==> src/rtl/slot_bus_master.sv <==
// slot_bus_master: host valid/ready request -> one-cycle one-hot slot access -> held response.
// Optional macro SLOT_BUS_RD_PIPE_EN adds a WAIT state so read data is sampled one cycle after the strobe.
module slot_bus_master #(
    parameter int SLOT_BITS = 3,
    parameter int NUM_SLOTS = 6
) (
    input  logic                    clk,
    input  logic                    reset,
    input  logic                    req_valid,
    output logic                    req_ready,
    input  logic                    req_write,
    input  logic [SLOT_BITS+4:0]    req_addr,
    input  logic [31:0]             req_wdata,
    output logic                    resp_valid,
    input  logic                    resp_ready,
    output logic [31:0]             resp_rdata,
    output logic                    resp_err,
    output logic [NUM_SLOTS-1:0]    slot_cs,
    output logic                    slot_read,
    output logic                    slot_write,
    output logic [4:0]              slot_reg_addr,
    output logic [31:0]             slot_wr_data,
    input  logic [32*NUM_SLOTS-1:0] slot_rd_data
);

    typedef enum logic [1:0] {IDLE, ACCESS, WAIT, RESP} state_t;

    state_t               state;
    logic                 lat_write;
    logic [SLOT_BITS-1:0] lat_slot;
    logic [SLOT_BITS-1:0] req_slot;
    logic                 req_bad;
    logic [NUM_SLOTS-1:0] cs_dec;
    logic [31:0]          rd_sel;

    assign req_slot = req_addr[SLOT_BITS+4:5];
    assign req_bad  = (32'(req_slot) >= 32'(NUM_SLOTS));

    // Decode the incoming slot to one-hot and mux the latched slot's read data.
    always_comb begin
        cs_dec = '0;
        rd_sel = '0;
        for (int i = 0; i < NUM_SLOTS; i++) begin
            if (req_slot == SLOT_BITS'(i)) cs_dec[i] = 1'b1;
            if (lat_slot == SLOT_BITS'(i)) rd_sel = slot_rd_data[32*i +: 32];
        end
    end

    always_ff @(posedge clk) begin
        if (reset) begin
            state         <= IDLE;
            req_ready     <= 1'b0;
            resp_valid    <= 1'b0;
            resp_rdata    <= '0;
            resp_err      <= 1'b0;
            slot_cs       <= '0;
            slot_read     <= 1'b0;
            slot_write    <= 1'b0;
            slot_reg_addr <= '0;
            slot_wr_data  <= '0;
            lat_write     <= 1'b0;
            lat_slot      <= '0;
        end else begin
            // Strobes default low so they can never last more than one cycle.
            slot_cs    <= '0;
            slot_read  <= 1'b0;
            slot_write <= 1'b0;
            case (state)
                IDLE: begin
                    req_ready <= 1'b1;
                    if (req_valid && req_ready) begin
                        req_ready     <= 1'b0;
                        lat_write     <= req_write;
                        lat_slot      <= req_slot;
                        slot_reg_addr <= req_addr[4:0];
                        slot_wr_data  <= req_wdata;
                        if (req_bad) begin
                            resp_valid <= 1'b1;
                            resp_err   <= 1'b1;
                            resp_rdata <= '0;
                            state      <= RESP;
                        end else begin
                            resp_err   <= 1'b0;
                            slot_cs    <= cs_dec;
                            slot_read  <= ~req_write;
                            slot_write <= req_write;
                            state      <= ACCESS;
                        end
                    end
                end
                ACCESS: begin
                    if (lat_write) begin
                        resp_rdata <= '0;
                        resp_valid <= 1'b1;
                        state      <= RESP;
                    end else begin
`ifdef SLOT_BUS_RD_PIPE_EN
                        state      <= WAIT;
`else
                        resp_rdata <= rd_sel;
                        resp_valid <= 1'b1;
                        state      <= RESP;
`endif
                    end
                end
                WAIT: begin
                    resp_rdata <= rd_sel;
                    resp_valid <= 1'b1;
                    state      <= RESP;
                end
                RESP: begin
                    if (resp_valid && resp_ready) begin
                        resp_valid <= 1'b0;
                        req_ready  <= 1'b1;
                        state      <= IDLE;
                    end
                end
                default: state <= IDLE;
            endcase
        end
    end

endmodule

==> config.mk <==
export PLATFORM = sky130hd
export DESIGN_NAME = slot_bus_master
export DESIGN_NICKNAME = d
export VERILOG_FILES = /design/src/rtl/slot_bus_master.sv
export SDC_FILE = /design/constraint.sdc
export NUM_CORES = 1
export LEC_CHECK = 0
export CAP_MARGIN = 20
export CORE_MARGIN = 2
export CORE_UTILIZATION = 32
export DETAILED_ROUTE_END_ITERATION = 8
export PLACE_DENSITY = 0.8
export SETUP_SLACK_MARGIN = 0.15
export SYNTH_ARGS = -nofsm -noshare
export SYNTH_HDL_FRONTEND = slang
export SYNTH_SLANG_ARGS = --single-unit
export TNS_END_PERCENT = 20
==> constraint.sdc <==
create_clock -name clk -period 1.5 [get_ports clk]
set_input_delay 0.225 -clock clk [delete_from_list [all_inputs] [get_ports clk]]
set_output_delay 0.225 -clock clk [all_outputs]
set_load 0.02 [all_outputs]
==> parameters.txt <==
Parameter                              Value

Route
  Vias per inst ... 5.12
  Routed length per instance ... 19.3 um
  Number of remaining DRC errors ... 0
  Via total after detailed routing ... 5466
  Routed wire length ... 20.6 mm
  Iteration-0 DRC count of the detailed router ... 224
  First-pass iteration count of the detailed router ... 4
  Antenna viol nets, final ... 0

Critical path
  WS Path Type ... reg2reg
  Arrival time at the worst endpoint ... 1.83 ns
  Required time of the critical path ... 1.73 ns
  Largest delay share family, worst path ... compound AO/OA/AOI/OAI gates
  Slack of the worst reg-to-reg path ... -0.1 ns
  Largest incremental delay on the critical path ... 0.35 ns
  Critical Path, Cell by Cell ... buf_4, ha_4, nor2b_4, o211a_4, clkbuf_16, a32o_1
  Maximum fanout along the worst path ... 6
  Critical-path cell with the highest stage delay ... dfxtp_4
  Worst Setup End Kind ... flip-flop
  WP buf/inv ... 2
  Worst Setup Start Kind ... flip-flop

Final layout
  Area of all placed cells without fillers ... 9000 um2
  Filler cells ... 1140
  Fraction of layout instances using a drive strength above 1 ... 18.9%
  Layout Cells excl Fill ... 1067
  Nets ... 1122
  Area growth from synthesis to layout ... 98.6%

Timing
  Final Hold Violating Endpoints ... 0
  Setup repair after global routing missed its margin ... yes
  Final worst hold slack ... 0.383 ns
  Final cycle utilization of the critical path ... 107%
  Number of pins exceeding their max-slew limit in the final report ... 0
  Actual slew at the worst max-slew pin ... 0.404 ns
  Post-route clock skew ... 0.00460 ns
  Maximum frequency from static timing analysis ... 0.625 GHz
  Smallest setup slack after layout ... -0.0991 ns
  Final period demand of the worst path ... 1.60 ns
  Worst rel slew slack ... 73.1%
  Final setup violation count ... 29

Floorplan
  Chip Height ... 123 um
  Placement row count ... 43
  Chip Width ... 123 um
  Starting Density ... 32.8%
  Placeable core area ... 13800 um2
  Number of top-level pins ... 317
  DIE AREA ... 15100 um2

Synthesis
  Seq/Total Area, Yosys ... 38.0%
  Synth Area per Inst ... 8.27 um2
  Most frequently used cell type in the post-synthesis netlist ... nand2_1
  Cell types occupying the most area after synthesis ... dfxtp_1 (38%), nand2_1 (7.7%), mux2i_1 (6.6%)
  Number of instances in the synthesized netlist ... 548
  Post-synthesis net count ... 790
  Number of synthesized register bits ... 86
  Fraction of synthesized cell area taken by the top area cell type ... 38.0%
  Dominant synthesized flop cell ... dfxtp_1
  Most area-hungry cell type in the Yosys netlist ... dfxtp_1
  Count of distinct cell types in the synthesized netlist ... 48
  Yosys warnings ... 0
  Number of enable flip-flop cells after synthesis ... 0
  Fraction of registers with async set/reset ... 0%
  Leading cell types by count after synthesis ... nand2_1 (93), dfxtp_1 (86), a21oi_1 (49), nor2_1 (37), o21ai_0 (33)
  Post-synthesis instance area ... 4530 um2

Clocking
  Cts-stage hold buffer count ... 0
  # clock sinks ... 86
  Worst skew pair latency ... 0.34 ns
  Register clock-pin slew on the reported worst setup and hold paths ... 0.07 ns
  Largest buffer count on any clock path ... 2
  Cts bufs inserted ... 9
  Htree depth ... 3
  TritonCTS clock tree ... done
  Cell at the root of the clock tree ... clkbuf_16

Global route
  All-layer global routing usage ... 25.7%
  Antenna violations before repair ... 2
  Wire length of the first global-routing pass ... 29.3 mm
  Number of global-route vias before repair ... 5377
  Largest net degree at the start of global routing ... 39
  Gr ovfl total ... 0

Place
  Post-detailed-placement cell area ... 8230 um2
  Count of input and output buffers ... 316
  Placed cell count ... 1036
  Gpl congestion ... 0.833
  Sum of net half-perimeters after detailed placement ... 14.4 mm

Power
  Total power per unit cell area ... 994 nW/um2
  Relative contribution of sequential cells to total power ... 29.6%
  Leakage power summed over all cells ... 3.65 nW
  Peak ir drop on the vdd network ... 735 uV
  Logic gate share of total power ... 44.2%
  Switching share of total power ... 34.3%
  Cell internal power dissipation ... 5.88 mW
  Portion of total power attributed to the clock network ... 26.1%
  Switching power ... 3.07 mW

Hold path
  Min-delay worst type ... in2reg

Job
  # Max-Cap Violations ... 0

Status
  Run status ... complete, but fails checks
  Violated checks ... negative setup slack
flip-flops by register name (all words and copies together) (netlist names):
name	cells
resp_valid	1
slot_reg_addr	5
resp_rdata	32
slot_read	1
lat_write	1
slot_wr_data	32
req_ready	1
state	2
lat_slot	3
resp_err	1
slot_cs	6
slot_write	1
placed cells by master (no fill, tap or decap), types with 3 or more instances in the layout:
cell type	n
clkbuf_16	10
buf_12	17
clkdlybuf4s50_1	235
nand2_1	64
ha_4	3
nor3_1	5
mux2_2	3
o21ai_0	33
a32o_1	24
nor2_1	35
nand2_4	11
dlygate4sd2_1	78
buf_16	4
nand2_2	19
a21oi_2	23
a311oi_1	3
buf_6	11
o21a_1	26
a22oi_1	26
a21oi_1	26
a22o_1	3
o22ai_1	32
o21bai_1	3
buf_4	22
mux2i_1	30
inv_4	3
o2bb2ai_1	3
a221oi_2	3
dfxtp_1	82
path summary, 6_finish.rpt:
path | depth (start not counted) | end | start
max | 6 | resp_rdata[10] | state[0]
min | 3 | lat_slot[1] | reset
max reg2reg | 6 | resp_rdata[10] | state[0]
min reg2reg | 2 | slot_wr_data[15] | slot_wr_data[15]
final cells by class:
cell class | instances | area [um2] | share of cell area, %
clock buffers | 10 | 239 | 2.66
well taps | 180 | 225 | 2.50
inverters | 6 | 31.3 | 0.348
multi-input cells | 406 | 2880 | 32.0
diodes | 2 | 5.00 | 0.0556
clock inverters | 6 | 67.6 | 0.751
flip-flops and latches | 86 | 1730 | 19.2
repair buffers | 371 | 3810 | 42.4
cells by family after synthesis:
kind of cell | share of synthesized area (%)
AND/OR/NAND/NOR | 14.3
flip-flops | 38.0
adder cells (fa/ha/maj) | 1.38
buffers and inverters | 6.68
multiplexers | 7.38
AO/OA/AOI/OAI | 32.2
routing by layer:
metal | up-vias | global-route usage [%] | wire length [um]
met3 | 33 | 9.27 | 2080
met2 | 224 | 45.5 | 10400
met4 | 0 | 10.6 | 569
met5 | - | 0 | 0
li1 | 2682 | - | -
met1 | 2527 | 27.6 | 7600
power groups by stage:
stage,registers [mW],logic (mW),clock network (mW)
2_1_floorplan,2.94,1.36,0
6_report,2.65,3.95,2.34
3_5_place_dp,2.71,3.37,0
4_1_cts,2.65,3.81,2.38
5_1_grt,2.67,4.21,2.49
3_3_place_gp,2.69,3.34,0
what timing repair did:
action,4_1_cts,5_1_grt
cloned,4,1
endpoints found under the hold margin,0,0
buffers inserted,6,2
pin swaps,53,30
endpoints found under the setup margin,165,79
resized for setup,160,26
worst register-to-register path, stage by stage (launching register included):
cell	delay (ns)
dfxtp_4	0.35
buf_4	0.15
ha_4	0.15
nor2b_4	0.13
o211a_4	0.30
clkbuf_16	0.18
a32o_1	0.22
metrics by stage:
step | worst slack [ns] | setup TNS, ns | power [mW] | util [%]
3_5_place_dp | -0.509 | -20.72 | 6.08 | 59.5
4_1_cts | -0.0749 | -1.42 | 8.85 | 64.2
3_3_place_gp | -0.513 | -20.37 | 6.03 | 59.5
6_report | -0.0991 | -1.84 | 8.94 | 65.1
2_1_floorplan | 0.0534 | 0 | 4.30 | -
5_1_grt | -0.115 | -2.94 | 9.37 | 65.1
Note: power is estimated with default switching activity, not from simulation.
